File: src/rtl/add_reservation_station.sv
// Adder reservation station: holds add instructions until both operands are values, snooping the CDB,
// then issues them to a pipelined 32-bit adder. Define ADD_RS_AGE_PRIORITY_EN for oldest-first issue.
module add_reservation_station #(
  parameter int          NUM_ENTRIES = 4,
  parameter int          ADD_LATENCY = 2,
  parameter logic [4:0]  TAG_PREFIX  = 5'b10100
) (
  input  logic        clk,
  input  logic        reset,
  input  logic        en,
  input  logic [31:0] src_in_1,
  input  logic [31:0] src_in_2,
  input  logic        src_in1_type,
  input  logic        src_in2_type,
  input  logic        src_in_valid,
  input  logic [31:0] data_in_CDB,
  input  logic [7:0]  tag_in_CDB,
  output logic        data_out_valid,
  output logic [31:0] data_out,
  output logic [7:0]  reg_tag_out,
  output logic        ready_for_instr,
  output logic [7:0]  acceptor_tag
);

  localparam int DATA_W = 32;
  localparam int PS     = ADD_LATENCY;

  typedef enum logic [1:0] {ST_FREE, ST_WAIT, ST_READY, ST_EXEC} st_e;

  st_e                state [NUM_ENTRIES];
  logic [DATA_W-1:0]  op1   [NUM_ENTRIES];
  logic [DATA_W-1:0]  op2   [NUM_ENTRIES];
  logic               t1    [NUM_ENTRIES];
  logic               t2    [NUM_ENTRIES];
  logic               snp1  [NUM_ENTRIES];
  logic               snp2  [NUM_ENTRIES];
`ifdef ADD_RS_AGE_PRIORITY_EN
  logic [7:0]         age   [NUM_ENTRIES];
  logic [7:0]         best_age;
`endif

  logic               free_found, alloc_go;
  logic [2:0]         alloc_idx;
  logic               issue_found, issue_go;
  logic [2:0]         issue_idx;
  logic [DATA_W-1:0]  issue_sum;
  logic               cdb_v;
  logic               fwd1, fwd2, disp_t1, disp_t2;
  logic [DATA_W-1:0]  disp_v1, disp_v2;

  logic               vld_p [PS];
  logic [DATA_W-1:0]  sum_p [PS];
  logic [2:0]         idx_p [PS];
  logic               retire_go;
  logic [2:0]         retire_idx;
  logic [DATA_W-1:0]  retire_sum;

  assign cdb_v = tag_in_CDB[7];

  // Same-cycle forwarding of a dispatched tag that is on the CDB right now
  assign fwd1    = src_in1_type && cdb_v && (src_in_1[7:0] == tag_in_CDB);
  assign fwd2    = src_in2_type && cdb_v && (src_in_2[7:0] == tag_in_CDB);
  assign disp_t1 = src_in1_type && !fwd1;
  assign disp_t2 = src_in2_type && !fwd2;
  assign disp_v1 = fwd1 ? data_in_CDB : src_in_1;
  assign disp_v2 = fwd2 ? data_in_CDB : src_in_2;

  always_comb begin
    free_found = 1'b0;
    alloc_idx  = 3'd0;
    for (int i = NUM_ENTRIES - 1; i >= 0; i--) begin
      if (state[i] == ST_FREE) begin
        free_found = 1'b1;
        alloc_idx  = 3'(i);
      end
    end
  end

  assign ready_for_instr = free_found;
  assign acceptor_tag    = free_found ? {TAG_PREFIX, alloc_idx} : 8'h00;
  assign alloc_go        = en && src_in_valid && free_found;

  always_comb begin
    for (int i = 0; i < NUM_ENTRIES; i++) begin
      snp1[i] = t1[i] && cdb_v && (op1[i][7:0] == tag_in_CDB);
      snp2[i] = t2[i] && cdb_v && (op2[i][7:0] == tag_in_CDB);
    end
  end

  always_comb begin
    issue_found = 1'b0;
    issue_idx   = 3'd0;
    issue_sum   = '0;
`ifdef ADD_RS_AGE_PRIORITY_EN
    best_age    = 8'd0;
    for (int i = 0; i < NUM_ENTRIES; i++) begin
      if (state[i] == ST_READY && (!issue_found || age[i] > best_age)) begin
        issue_found = 1'b1;
        issue_idx   = 3'(i);
        issue_sum   = op1[i] + op2[i];
        best_age    = age[i];
      end
    end
`else
    for (int i = 0; i < NUM_ENTRIES; i++) begin
      if (state[i] == ST_READY && !issue_found) begin
        issue_found = 1'b1;
        issue_idx   = 3'(i);
        issue_sum   = op1[i] + op2[i];
      end
    end
`endif
  end

  assign issue_go   = en && issue_found;
  assign retire_go  = en && vld_p[PS-1];
  assign retire_idx = idx_p[PS-1];
  assign retire_sum = sum_p[PS-1];

  // Entry control: retire beats issue beats allocation beats snoop wakeup
  always_ff @(posedge clk or negedge reset) begin
    if (!reset) begin
      for (int i = 0; i < NUM_ENTRIES; i++) begin
        state[i] <= ST_FREE;
`ifdef ADD_RS_AGE_PRIORITY_EN
        age[i]   <= 8'd0;
`endif
      end
    end else begin
      for (int i = 0; i < NUM_ENTRIES; i++) begin
        if (retire_go && retire_idx == 3'(i)) begin
          state[i] <= ST_FREE;
        end else if (issue_go && issue_idx == 3'(i)) begin
          state[i] <= ST_EXEC;
        end else if (alloc_go && alloc_idx == 3'(i)) begin
          state[i] <= (disp_t1 || disp_t2) ? ST_WAIT : ST_READY;
        end else if (state[i] == ST_WAIT && !(t1[i] && !snp1[i]) && !(t2[i] && !snp2[i])) begin
          state[i] <= ST_READY;
        end
`ifdef ADD_RS_AGE_PRIORITY_EN
        if (alloc_go && alloc_idx == 3'(i))
          age[i] <= 8'd0;
        else if (state[i] != ST_FREE && age[i] != 8'hFF)
          age[i] <= age[i] + 8'd1;
`endif
      end
    end
  end

  always_ff @(posedge clk) begin
    for (int i = 0; i < NUM_ENTRIES; i++) begin
      if (alloc_go && alloc_idx == 3'(i)) begin
        op1[i] <= disp_v1;
        op2[i] <= disp_v2;
        t1[i]  <= disp_t1;
        t2[i]  <= disp_t2;
      end else if (state[i] == ST_WAIT) begin
        if (snp1[i]) begin
          op1[i] <= data_in_CDB;
          t1[i]  <= 1'b0;
        end
        if (snp2[i]) begin
          op2[i] <= data_in_CDB;
          t2[i]  <= 1'b0;
        end
      end
    end
  end

  // Adder pipeline: _p0 captures the issued sum, later stages shift while en is high
  always_ff @(posedge clk or negedge reset) begin
    if (!reset) begin
      for (int s = 0; s < PS; s++) vld_p[s] <= 1'b0;
    end else if (en) begin
      vld_p[0] <= issue_go;
      for (int s = 1; s < PS; s++) vld_p[s] <= vld_p[s-1];
    end
  end

  always_ff @(posedge clk) begin
    if (en) begin
      sum_p[0] <= issue_sum;
      idx_p[0] <= issue_idx;
      for (int s = 1; s < PS; s++) begin
        sum_p[s] <= sum_p[s-1];
        idx_p[s] <= idx_p[s-1];
      end
    end
  end

  // Output register: one-cycle result strobe toward the CDB arbitrator
  always_ff @(posedge clk or negedge reset) begin
    if (!reset) begin
      data_out_valid <= 1'b0;
      data_out       <= '0;
      reg_tag_out    <= 8'h00;
    end else if (en) begin
      data_out_valid <= retire_go;
      data_out       <= retire_go ? retire_sum : '0;
      reg_tag_out    <= retire_go ? {TAG_PREFIX, retire_idx} : 8'h00;
    end else begin
      data_out_valid <= 1'b0;
    end
  end

endmodule

File: config.mk
export PLATFORM = sky130hd
export DESIGN_NAME = add_reservation_station
export DESIGN_NICKNAME = d
export VERILOG_FILES = /design/src/rtl/add_reservation_station.sv
export SDC_FILE = /design/constraint.sdc
export NUM_CORES = 1
export LEC_CHECK = 0
export BUFFER_PORTS_ARGS = -buffer_cell sky130_fd_sc_hd__buf_2
export CAP_MARGIN = 20
export CORE_MARGIN = 1
export CORE_UTILIZATION = 30
export CTS_CLUSTER_SIZE = 12
export DETAILED_ROUTE_END_ITERATION = 7
export GPL_TIMING_DRIVEN = 0
export MAX_ROUTING_LAYER = met4
export PLACE_DENSITY = 0.5
export SYNTH_ARGS = -nofsm -noshare
export SYNTH_HDL_FRONTEND = slang
export SYNTH_SLANG_ARGS = --single-unit
export TNS_END_PERCENT = 20
File: constraint.sdc
create_clock -name clk -period 4 [get_ports clk]
set_input_delay 0 -clock clk [delete_from_list [all_inputs] [get_ports clk]]
set_output_delay 0 -clock clk [all_outputs]
set_load 0.05 [all_outputs]
### Word level (Yosys, flattened, before mapping)

Memories as Yosys holds them, arrays and structs flattened.
Cells that the tools add are included.

* add/sub/neg operators: 4
* muxes and demuxes: 100
* reduce and logical (&&, ||, !) cells: 90
* equal/unequal tests: 27
* bitwise operators: 16

Operators by type and width (number)
* $mux W32: 15
* $add A32 B32 Y32: 4
* $eq A8 B8 Y1: 10
* $mux W1: 60
* $logic_and A1 B1 Y1: 57
* $mux W2: 20
* $logic_not A1 Y1: 21
* $eq A3 B2 Y1 const B: 6
* $mux W8: 2
* $or A1 B1 Y1: 16
* $reduce_bool A4 Y1: 4
* $eq A3 B1 Y1 const B: 3
* $logic_not A3 Y1: 3
* $mux W3: 3
* $eq A2 B1 Y1 const B: 4
* $eq A2 B2 Y1 const B: 4
* $logic_not A2 Y1: 4
* $logic_or A1 B1 Y1: 1

* memories kept: 6
* bits in writable memories: 334
* flip-flop bits (word level): 51
* output and inout port bits: 50
* logic and storage cells: 252
* input port bits: 110

Memories
* op1: depth 4, width 32, read ports 4, clocked after Yosys merged registers in 0, write ports 4, RTL line 31 `logic [DATA_W-1:0] op1 [NUM_ENTRIES];`
* op2: depth 4, width 32, read ports 4, clocked after Yosys merged registers in 0, write ports 4, RTL line 32 `logic [DATA_W-1:0] op2 [NUM_ENTRIES];`
* sum_p: depth 2, width 32, read ports 2, clocked after Yosys merged registers in 0, write ports 2, RTL line 52 `logic [DATA_W-1:0] sum_p [PS];`
* idx_p: depth 2, width 3, read ports 2, clocked after Yosys merged registers in 0, write ports 2, RTL line 53 `logic [2:0] idx_p [PS];`
* t1: depth 4, width 1, read ports 4, clocked after Yosys merged registers in 0, write ports 4, RTL line 33 `logic t1 [NUM_ENTRIES];`
* t2: depth 4, width 1, read ports 4, clocked after Yosys merged registers in 0, write ports 4, RTL line 34 `logic t2 [NUM_ENTRIES];`

### Depth between registers and ports, before layout

Gate-level depths: netlist of run 1.

* word-level depth: 15
* mapped depth: 12

### Least setup slack after synthesis of run 1

No wires, ideal clock.

* path kind: register to register
* start: memory op2[1][4]
* end: memory op2[1][0] (enable)
* cell stages (with the launch flop): 5
* setup slack: 0.186 ns
* library setup time: 0.469 ns
* required time: 3.531 ns
* clock period less this slack: 3.814 ns
* arrival time: 3.345 ns
* path buffers: 0
* cells stage by stage: edfxtp_1 xor2_1 nor4_1 nand4_1 o21ai_0

RTL lines (RTL line)
* from (decl): 32

==> results of run 1 <==
layout make-up:
cell class                      instances  area, µm²
Buffer                                 78        360
Sequential cell                       378      11100
Clock inverter                         17        181
Fill cell                            7503      47800
Tap cell                              978       1220
Multi-Input combinational cell       1470      11300
Clock buffer                           61       1250
Timing Repair Buffer                  295       2340
Inverter                               83        312
path summary, 6_finish.rpt:
| check | to | slack (ps) | cells after the start |
|---|---|---|---|
| max | sum_p[0][24]$_DFFE_PP_ | 70 | 11 |
| min | sum_p[0][32]$_DFFE_PP_ | 40 | 1 |
| max reg2reg | sum_p[0][24]$_DFFE_PP_ | 70 | 11 |
| min reg2reg | sum_p[0][34]$_DFFE_PP_ | 420 | 0 |
| max in group asynchronous | data_out[26]$_DFFE_PN0P_ | 3210 | 4 |
| min in group asynchronous | data_out[0]$_DFFE_PN0P_ | 330 | 3 |
stage by stage:
stage	power, W	cell area (µm²)	setup TNS [ps]
floorplan	0.00860	23000	0
global placement	0.0105	25000	-110890
detailed placement	0.0106	25200	-685
CTS	0.0149	28000	0
global route	0.0155	28100	0
finish	0.0149	28100	0
layout by cell type (no fill, tap or decap), types with 16 or more instances in the layout:
cell type and count:
xor2_1 57, o21a_1 16, edfxtp_1 330, a22oi_1 17
nand2b_1 22, dlygate4sd3_1 139, buf_2 165, inv_1 82
xnor2_1 124, clkbuf_16 46, nor3_1 31, a21o_1 56
mux2_2 249, nand4_1 31, nor2_1 89, o21ai_0 115
and3_1 22, nand3_1 33, clkbuf_1 56, dfrtp_1 46
ha_1 124, a21oi_1 115, nand2_1 140, a31oi_1 18
synthesized netlist by cell type (10+ instances only):
cell type  count  area share
nand4_1       31      0.0084
nand2b_1      25      0.0068
clkbuf_1      45      0.0074
ha_1         124       0.068
mux2_2       249        0.12
xor2_1        57       0.022
edfxtp_1     330        0.43
xnor2_1      124       0.047
nor3_1        32      0.0070
buf_2         21      0.0046
inv_1         82       0.013
a21o_1        56       0.018
o21ai_0      118       0.026
o21a_1        16      0.0052
a22oi_1       17      0.0056
nand3_1       33      0.0072
dfrtp_1       46       0.050
o22ai_1       14      0.0038
buf_4         11      0.0036
a31oi_1       18      0.0049
a21oi_1      115       0.025
and3_1        22      0.0060
nor2_1        89       0.015
a221oi_1      12      0.0046
o211ai_1      11      0.0036
nand2_1      144       0.024
o21bai_1      10      0.0033
state kept, by name (all words and copies together) (netlist names):
register	flops
idx_p	4
data_out_valid	1
t2	4
vld_p	2
sum_p	64
op2	128
state	8
t1	4
reg_tag_out	3
op1	128
data_out	32
power groups by stage:
stage,sequential (W),combinational [W],clock (W)
floorplan,0.00599,0.00261,0
global placement,0.00564,0.00491,0
detailed placement,0.00562,0.00502,0
CTS,0.00555,0.00516,0.00418
global route,0.00561,0.00554,0.00432
finish,0.00554,0.00523,0.00410
what timing repair did:
item / 4_1_cts / 5_1_grt
endpoints found under the setup margin: 3 / 4
gates resized for setup: 3 / 4
hold buffers: 138 / 1
endpoints found under the hold margin: 308 / 6
metal layers:
layer	GRT usage	part of all wire	vias to the layer above
li1	-	-	8227
met2	0.343	0.47	621
met3	0.0247	0.051	138
met4	0.0748	0.035	0
met1	0.281	0.44	8719
met5	-	0	-
cell families (layout without fill, tap and decap cells):
kind of cell	count (synthesis)	in the layout
muxes	252	252
adders and majority gates	128	128
and+or+nand+nor	423	423
DFF	378	378
buffers and inverters	161	534
AOI/OAI and AO/OA	478	478
other	1	8
xor gates and xnor gates	181	181
==> run metrics, run 1 <==
Adder-Cell Fraction of Synth Area=0.0710; worst slew pin tran=about 1200 ps; RR Startpoint=op2[1][0]$_DFFE_PP_; Simple-Gate Fraction of Synth Area=0.0880; internal power=0.00925 W; CTS buffer count=44; Yosys cell types=between 80 and 90; largest net degree at the start of global routing=just over 70; Slowest-stage cell, CP=a221oi_1; row cnt=roughly 100; Hold Crit Start=en; Pwr Density=about 530 nW/µm²; Area growth, synth to finish=22.1%; Vias=between 15000 and 20000; net switching power=around 0.0056 W; setup ws final=about 66 ps; syn_area_per_cell=11.5 µm²; Switching Share=0.378; Routed wire per std cell=24.4 µm; via count of the first global-routing pass=about 18000; Final Hold Slack=around 44 ps; Crit Path Class=flop to flop; H-tree depth=2; grt total ovfl=0; CP Capture Type=flop; Tcrit/Tclk final=0.984; peak supply drop=about 0.32 mV; antenna diode count=0; Flop pwr share=0.373; Place WS=-434 ps; minimum period implied by the final worst setup slack=roughly 3900 ps; GP Congestion=around 0.94; Initial Util=0.303; die area=around 78000 µm²; die width=roughly 280 µm; Max Root-Sink Buffers=3; clock skew=38.1 ps; status=finished, final reports clean; share of cells above drive strength 1=0.223; nets@finish=approximately 2600; I/O pins=between 150 and 200; Final Max Slew Viols=0; max frequency=about 0.25 GHz; initial antenna violation count=1; synthesized area=23000 µm²; RSZ-0062 raised after global routing=false; commonest register cell after synthesis=edfxtp_1; final core utilization=0.370; CTS tree=yes; GRT Total Usage=0.215; number of enable flip-flop cells after synthesis=330; CTS sink cnt=378; Die Ht=between 200 and 300 µm; Worst slew margin=0.174; Detail Placement HPWL=around 63 mm; max_cap viols=0; Routed Antenna Nets=0; Clock Root Buffer=clkbuf_16; register area share after synthesis=0.483; Syn. warnings=0; Iter 0 DRT Violations=~1400; post-synthesis xor/xnor area fraction=0.0690; CP Max Fanout=6; flops & latches, synth=378; mux cell area share after synthesis=0.123; crit-path max cell delay=between 400 and 500 ps; CP top delay family=compound AO/OA/AOI/OAI gates; CP Launch Type=flop; Leak=10.7 nW; crit path buf inv count=0; first-pass GRT wire length=~120 mm; Hold Vio Cnt, Final=0; count of buffers from port buffering=~140; main combinational cell family by area after synthesis=compound AO/OA/AOI/OAI gates; Core Region=approximately 76000 µm²; Via-to-Cell Ratio=about 5.3; FFs w/ async S/R, synth=0.122; WL final=a little over 80 mm; Pre-antenna DRT Iters=5; Gate Count Post-Synth=roughly 2000; clock slew seen by the registers of the worst setup and hold paths=60 ps; CP required=between 4000 and 5000 ps; clock power share=0.276; final std cells w/o fill=3360; later-pin clock latency in the skew report=600 ps; Synth Area in Compound Gates=0.136; final setup fails=0; critical-path cell list=ha_1, fa_1, a21o_1, a31o_1, a211o_1, a31o_2, o21a_1, a221oi_1, xnor2_1, nand2_1, o2111ai_1; setup repair bufs after CTS=0; placed insts=~3100; crit path DAT=slightly above 4000 ps; Hold Crit Class=primary input to flop; Combinational Power Share=0.352; CP Launch Point=op2[1][0]$_DFFE_PP_; final routed DRC violation total=0
Note: power is estimated with default switching activity, not from simulation.
==> run 2: changes to the inputs <==
- ABC_AREA: unset -> 1
==> run metrics, run 2 <==
status=complete, but fails checks; violated checks=negative hold slack; CTS tree=yes; share of cells above drive strength 1=0.0931; commonest register cell after synthesis=edfxtp_1; final setup fails=0; H-tree depth=2; path depth of the worst reg2reg path=6; Vias=about 25000; clock slew seen by the registers of the worst setup and hold paths=60 ps; Initial Util=0.305; Pwr Density=approximately 530 nW/µm²; minimum period implied by the final worst setup slack=~3000 ps; register area share after synthesis=0.417; max_cap viols=0; Hold Crit Class=primary input to flop; count of buffers from port buffering=roughly 150; Crit Path Class=flop to flop; Worst slew margin=0.386; row cnt=108; Area growth, synth to finish=19.2%; top cells by count, synth=1360 x nand2_1, 525 x inv_1, 330 x edfxtp_1, 291 x o21ai_0, 218 x nor2_1; Core Region=a little under 90000 µm²; Gate Count Post-Synth=3647; Via-to-Cell Ratio=4.93; Leak=15.6 nW; CTS sink cnt=378; RSZ-0062 raised after global routing=false; max frequency=between 0.3 and 0.4 GHz; Largest regs=op1: 128 flops, op2: 128 flops, sum_p: 64 flops; Die Ht=approximately 300 µm; CP Max Fanout=32; Hold Vio Cnt, Final=1; syn_area_per_cell=between 7 and 8 µm²; nets@finish=approximately 4200; FFs w/ async S/R, synth=0.122; Routed wire per std cell=between 20 and 25 µm; Pre-antenna DRT Iters=6; Routed Antenna Nets=0; GP Congestion=about 1.0; grt total ovfl=0; final routed DRC violation total=0; number of enable flip-flop cells after synthesis=330; via count of the first global-routing pass=~24000; Yosys cell types=44; Synth top area share=0.372; Max Root-Sink Buffers=3; crit-path max cell delay=approximately 750 ps; CTS buffer count=between 40 and 50; CP required=4120 ps; CP Launch Type=flop; Slowest-stage cell, CP=nand2_2; setup TNS=0 ps; WL final=106 mm; clock skew=35.0 ps; initial antenna violation count=1; synth top area cells=edfxtp_1 37%, nand2_1 19%, inv_1 7.4%; critical-path cell list=or2_2, o2111ai_1, nor2_1, nand3_1, clkbuf_1, nand2_2; flops & latches, synth=378; commonest cells after routing, fill and taps aside=1354 x nand2_1, 525 x inv_1, 330 x edfxtp_1; most common cell after layout, fill and taps aside=nand2_1; most frequent cell after synthesis=nand2_1; synthesized area=~27000 µm²; Hold Path Cell Cnt=3; crit path DAT=3150 ps; Iter 0 DRT Violations=2357; final core utilization=0.363; peak supply drop=~0.3 mV; Clock Root Buffer=clkbuf_16; I/O pins=160; CP Capture Type=flop; cell taking the most area after synthesis=edfxtp_1; Detail Placement HPWL=86.5 mm; Final Max Slew Viols=0; Tcrit/Tclk final=0.757; die area=between 80000 and 90000 µm²; largest net degree at the start of global routing=between 70 and 80; first-pass GRT wire length=153 mm; Syn. warnings=0; die width=300 µm; GRT Total Usage=0.240; Final Hold Slack=-10.6 ps; worst slew pin tran=913 ps; later-pin clock latency in the skew report=approximately 610 ps
==> run 2: metrics by stage <==
stage,setup WS [ps],power [W],instances,instance area [µm²],hold WS (ps)
final,971,0.0168,5161,31700,-10.6
after CTS,1040,0.0168,5158,31700,0.855
after global routing,865,0.0177,5161,31700,42.0
after floorplan,1480,0.00977,3654,26600,-296
after detailed placement,1000,0.0122,4960,29000,261
after global placement,78.2,0.0121,4954,28800,247
==> run 2: per-layer routing <==
metal | GRT usage | vias up | share of wire
met2 | 0.376 | 907 | 0.45
met3 | 0.0262 | 168 | 0.066
met4 | 0.0838 | 0 | 0.037
met1 | 0.320 | 11900 | 0.44
met5 | - | - | 0
li1 | - | 12500 | -
==> run 2: kinds of logic (layout without fill, tap and decap cells) <==
logic type	count (synthesis)	count (layout)	synth area share
other	1	9	0.000141
XOR/XNOR	56	56	0.0184
buffers and inverters	643	994	0.0974
AO/OA/AOI/OAI	551	551	0.119
flip-flops	378	378	0.417
AND/OR/NAND/NOR	1890	1890	0.287
adder cells (fa/ha/maj)	128	128	0.0613
==> run 2: repair_timing <==
action | 4_1_cts | 5_1_grt
gates resized for setup | 0 | 0
endpoints found under the hold margin | 228 | 11
endpoints found under the setup margin | 0 | 0
buffers inserted | 0 | 0
hold buffers | 111 | 1
==> run 2: final cells by class <==
type,instances,area (µm²)
Clock buffer,58,1270
Timing Repair Buffer,264,2000
Fill cell,9407,55600
Sequential cell,378,11100
Buffer,109,588
Clock inverter,29,352
Antenna cell,1,2.50
Multi-Input combinational cell,2633,13000
Inverter,534,2000
Tap cell,1155,1450
==> run 2: final timing paths <==
| check | start | to | slack [ps] |
|---|---|---|---|
| max in group asynchronous | reset | data_out[19]$_DFFE_PN0P_ | 3130 |
| min in group asynchronous | reset | reg_tag_out[5]$_DFFE_PN0P_ | 350 |
| max | op1[2][3]$_DFFE_PP_ | op1[2][13]$_DFFE_PP_ | 970 |
| min | en | vld_p[0]$_DFFE_PN0P_ | -10 |
| min reg2reg | sum_p[0][27]$_DFFE_PP_ | sum_p[0][59]$_DFFE_PP_ | 410 |
| max reg2reg | op1[2][3]$_DFFE_PP_ | op1[2][13]$_DFFE_PP_ | 970 |
==> run 2: worst max-delay path: cells and delay by family (launching register included) <==
family	cells	cell delay (ps)
AO/OA/AOI/OAI	1	80
buffers and inverters	1	680
flip-flops	1	450
AND/OR/NAND/NOR	4	1310
==> run 2: where the power goes <==
group,internal (W),switching [W]
Sequential,0.00535,0.000333
Combinational,0.00186,0.00472
Clock,0.00271,0.00184
Total,0.00992,0.00689
==> run 3: changes to the inputs <==
- ABC_AREA: 1 -> 0
- clock period: 4 -> 2.5 ns (I/O delays scaled with it)
==> run metrics, run 3 (same netlist as run 1, synthesis figures left out) <==
Final Hold Slack=63.0 ps; Crit Path Class=flop to flop; CTS sink cnt=around 380; most used routing layer in global routing=met2; final setup fails=around 110; Hold Crit Class=primary input to flop; Switching Share=0.384; Leak=11.4 nW; setup ws final=-853 ps; RR Startpoint=op1[1][0]$_DFFE_PP_; Pwr Density=826 nW/µm²; most common cell after layout, fill and taps aside=edfxtp_1; Area growth, synth to finish=30.6%; status=complete, but fails checks; Iter 0 DRT Violations=about 1500; Max Root-Sink Buffers=3; CP Capture Type=flop; clock skew=approximately 35 ps; Core Region=roughly 76000 µm²; Largest regs=op1: 128 flops, op2: 128 flops, sum_p: 64 flops; share of cells above drive strength 1=0.326; CTS tree=yes; met3 Use GR=0.0280; Final Max Slew Viols=0; Detail Placement HPWL=approximately 63 mm; Flop pwr share=0.361; minimum period implied by the final worst setup slack=between 3000 and 4000 ps; first-pass GRT wire length=approximately 120 mm; Routed wire per std cell=approximately 25 µm; die area=77700 µm²; Sequential cell area=roughly 11000 µm²; Tcrit/Tclk final=1.34; I/O pins=160; RSZ-0062 raised after global routing=true; clock slew seen by the registers of the worst setup and hold paths=around 60 ps; Via-to-Cell Ratio=between 5 and 6; max frequency=roughly 0.30 GHz; row cnt=around 100; clock power share=0.266; GP Congestion=~0.96; via count of the first global-routing pass=around 18000; count of buffers from port buffering=144; met2 usage=0.339; CTS buffer count=45; largest net degree at the start of global routing=71; Hold Crit Start=en; final instance area=between 30000 and 40000 µm²; internal power=approximately 0.015 W; final std cells w/o fill=~3400; Pre-antenna DRT Iters=7; Combinational Power Share=0.373; CP Launch Type=flop; area occupied by multi-input gates=between 10000 and 15000 µm²; Die Ht=between 200 and 300 µm; initial antenna violation count=1; antenna diode count=0; die width=~280 µm; Initial Util=0.303; max_cap viols=0; peak supply drop=around 0.46 mV; Clock Root Buffer=clkbuf_16; WL final=around 84 mm; Fillers=7253; setup TNS=-18480 ps; Routed Antenna Nets=0; Vias=18000; worst slew pin tran=about 1100 ps; grt total ovfl=0; Worst slew margin=0.279; crit path DAT=roughly 3600 ps; CP Max Fanout=4; GRT Total Usage=0.217; Hold Vio Cnt, Final=0; commonest cells after routing, fill and taps aside=330 x edfxtp_1, 193 x mux2_2, 153 x buf_2; CP Launch Point=op1[1][0]$_DFFE_PP_; CP required=2780 ps; placed insts=approximately 3100; later-pin clock latency in the skew report=between 500 and 600 ps; Post-DP Area=approximately 25000 µm²; grt met1 use=0.288; final routed DRC violation total=0; violated checks=negative setup slack; net switching power=~0.0095 W; H-tree depth=2; nets@finish=between 2000 and 3000; final core utilization=0.396
## run 3: changes by cell type in the layout (fill, tap and decap cells not counted), moves of 140 or more
cell / previous run / this run
inv_1: 525 / 78
nand2_1: 1354 / 131
nor2_1: 218 / 78
nand3_1: 175 / 30
o21ai_0: 291 / 94
mux2_2: 0 / 193
## run 3: metal layers
metal  vias up  share of wire
li1       8295              -
met1      8896           0.45
met2       649           0.46
met3       155          0.053
met4         0          0.038
met5         -              0
## run 3: stage by stage
step / total power [W] / setup slack [ps]
floorplan: 0.0138 / -395
global placement: 0.0168 / -1950
detailed placement: 0.0170 / -1770
CTS: 0.0244 / -832
global route: 0.0258 / -887
finish: 0.0248 / -853
## run 3: power groups by stage
stage,Combinational [W],Clock (W),Sequential (W)
after detailed placement,0.00794,0,0.00906
final,0.00926,0.00659,0.00895
after CTS,0.00873,0.00672,0.00894
after global placement,0.00778,0,0.00907
after global routing,0.00976,0.00695,0.00905
after floorplan,0.00420,0,0.00957
## run 3: repair_timing
action / in CTS / in global routing
gates resized for setup: 255 / 140
gates cloned: 3 / 0
hold buffers: 100 / 1
setup buffers: 29 / 41
pin swaps: 45 / 72
setup endpoints to repair: 449 / 308
endpoints found under the hold margin: 308 / 8
## run 3: path summary, 6_finish.rpt
check | endpoint | cells after the start | slack [ps]
hold reg to reg | sum_p[0][52]$_DFFE_PP_ | 0 | 410
max in group asynchronous | data_out[23]$_DFFE_PN0P_ | 4 | 1670
hold / removal | sum_p[0][37]$_DFFE_PP_ | 1 | 60
min in group asynchronous | data_out[4]$_DFFE_PN0P_ | 3 | 340
setup reg to reg | sum_p[0][24]$_DFFE_PP_ | 11 | -850
setup / recovery | sum_p[0][24]$_DFFE_PP_ | 11 | -850
## run 3: cell type report
type,instances,area share
Buffer,73,0.0176
Tap cell,978,0.0408
Clock buffer,58,0.0412
Inverter,83,0.0105
Timing Repair Buffer,327,0.0877
Multi-Input combinational cell,1470,0.425
Sequential cell,378,0.370
Clock inverter,25,0.00746
## run 3: critical path: stages, from the launching register on
cell and delay, ps:
edfxtp_1 400, ha_2 230, fa_2 370, a21o_1 180
a31o_1 220, a211o_4 380, a31o_4 280, o21a_4 230
a221oi_4 340, xnor2_2 150, nand2_1 120, o2111ai_4 150
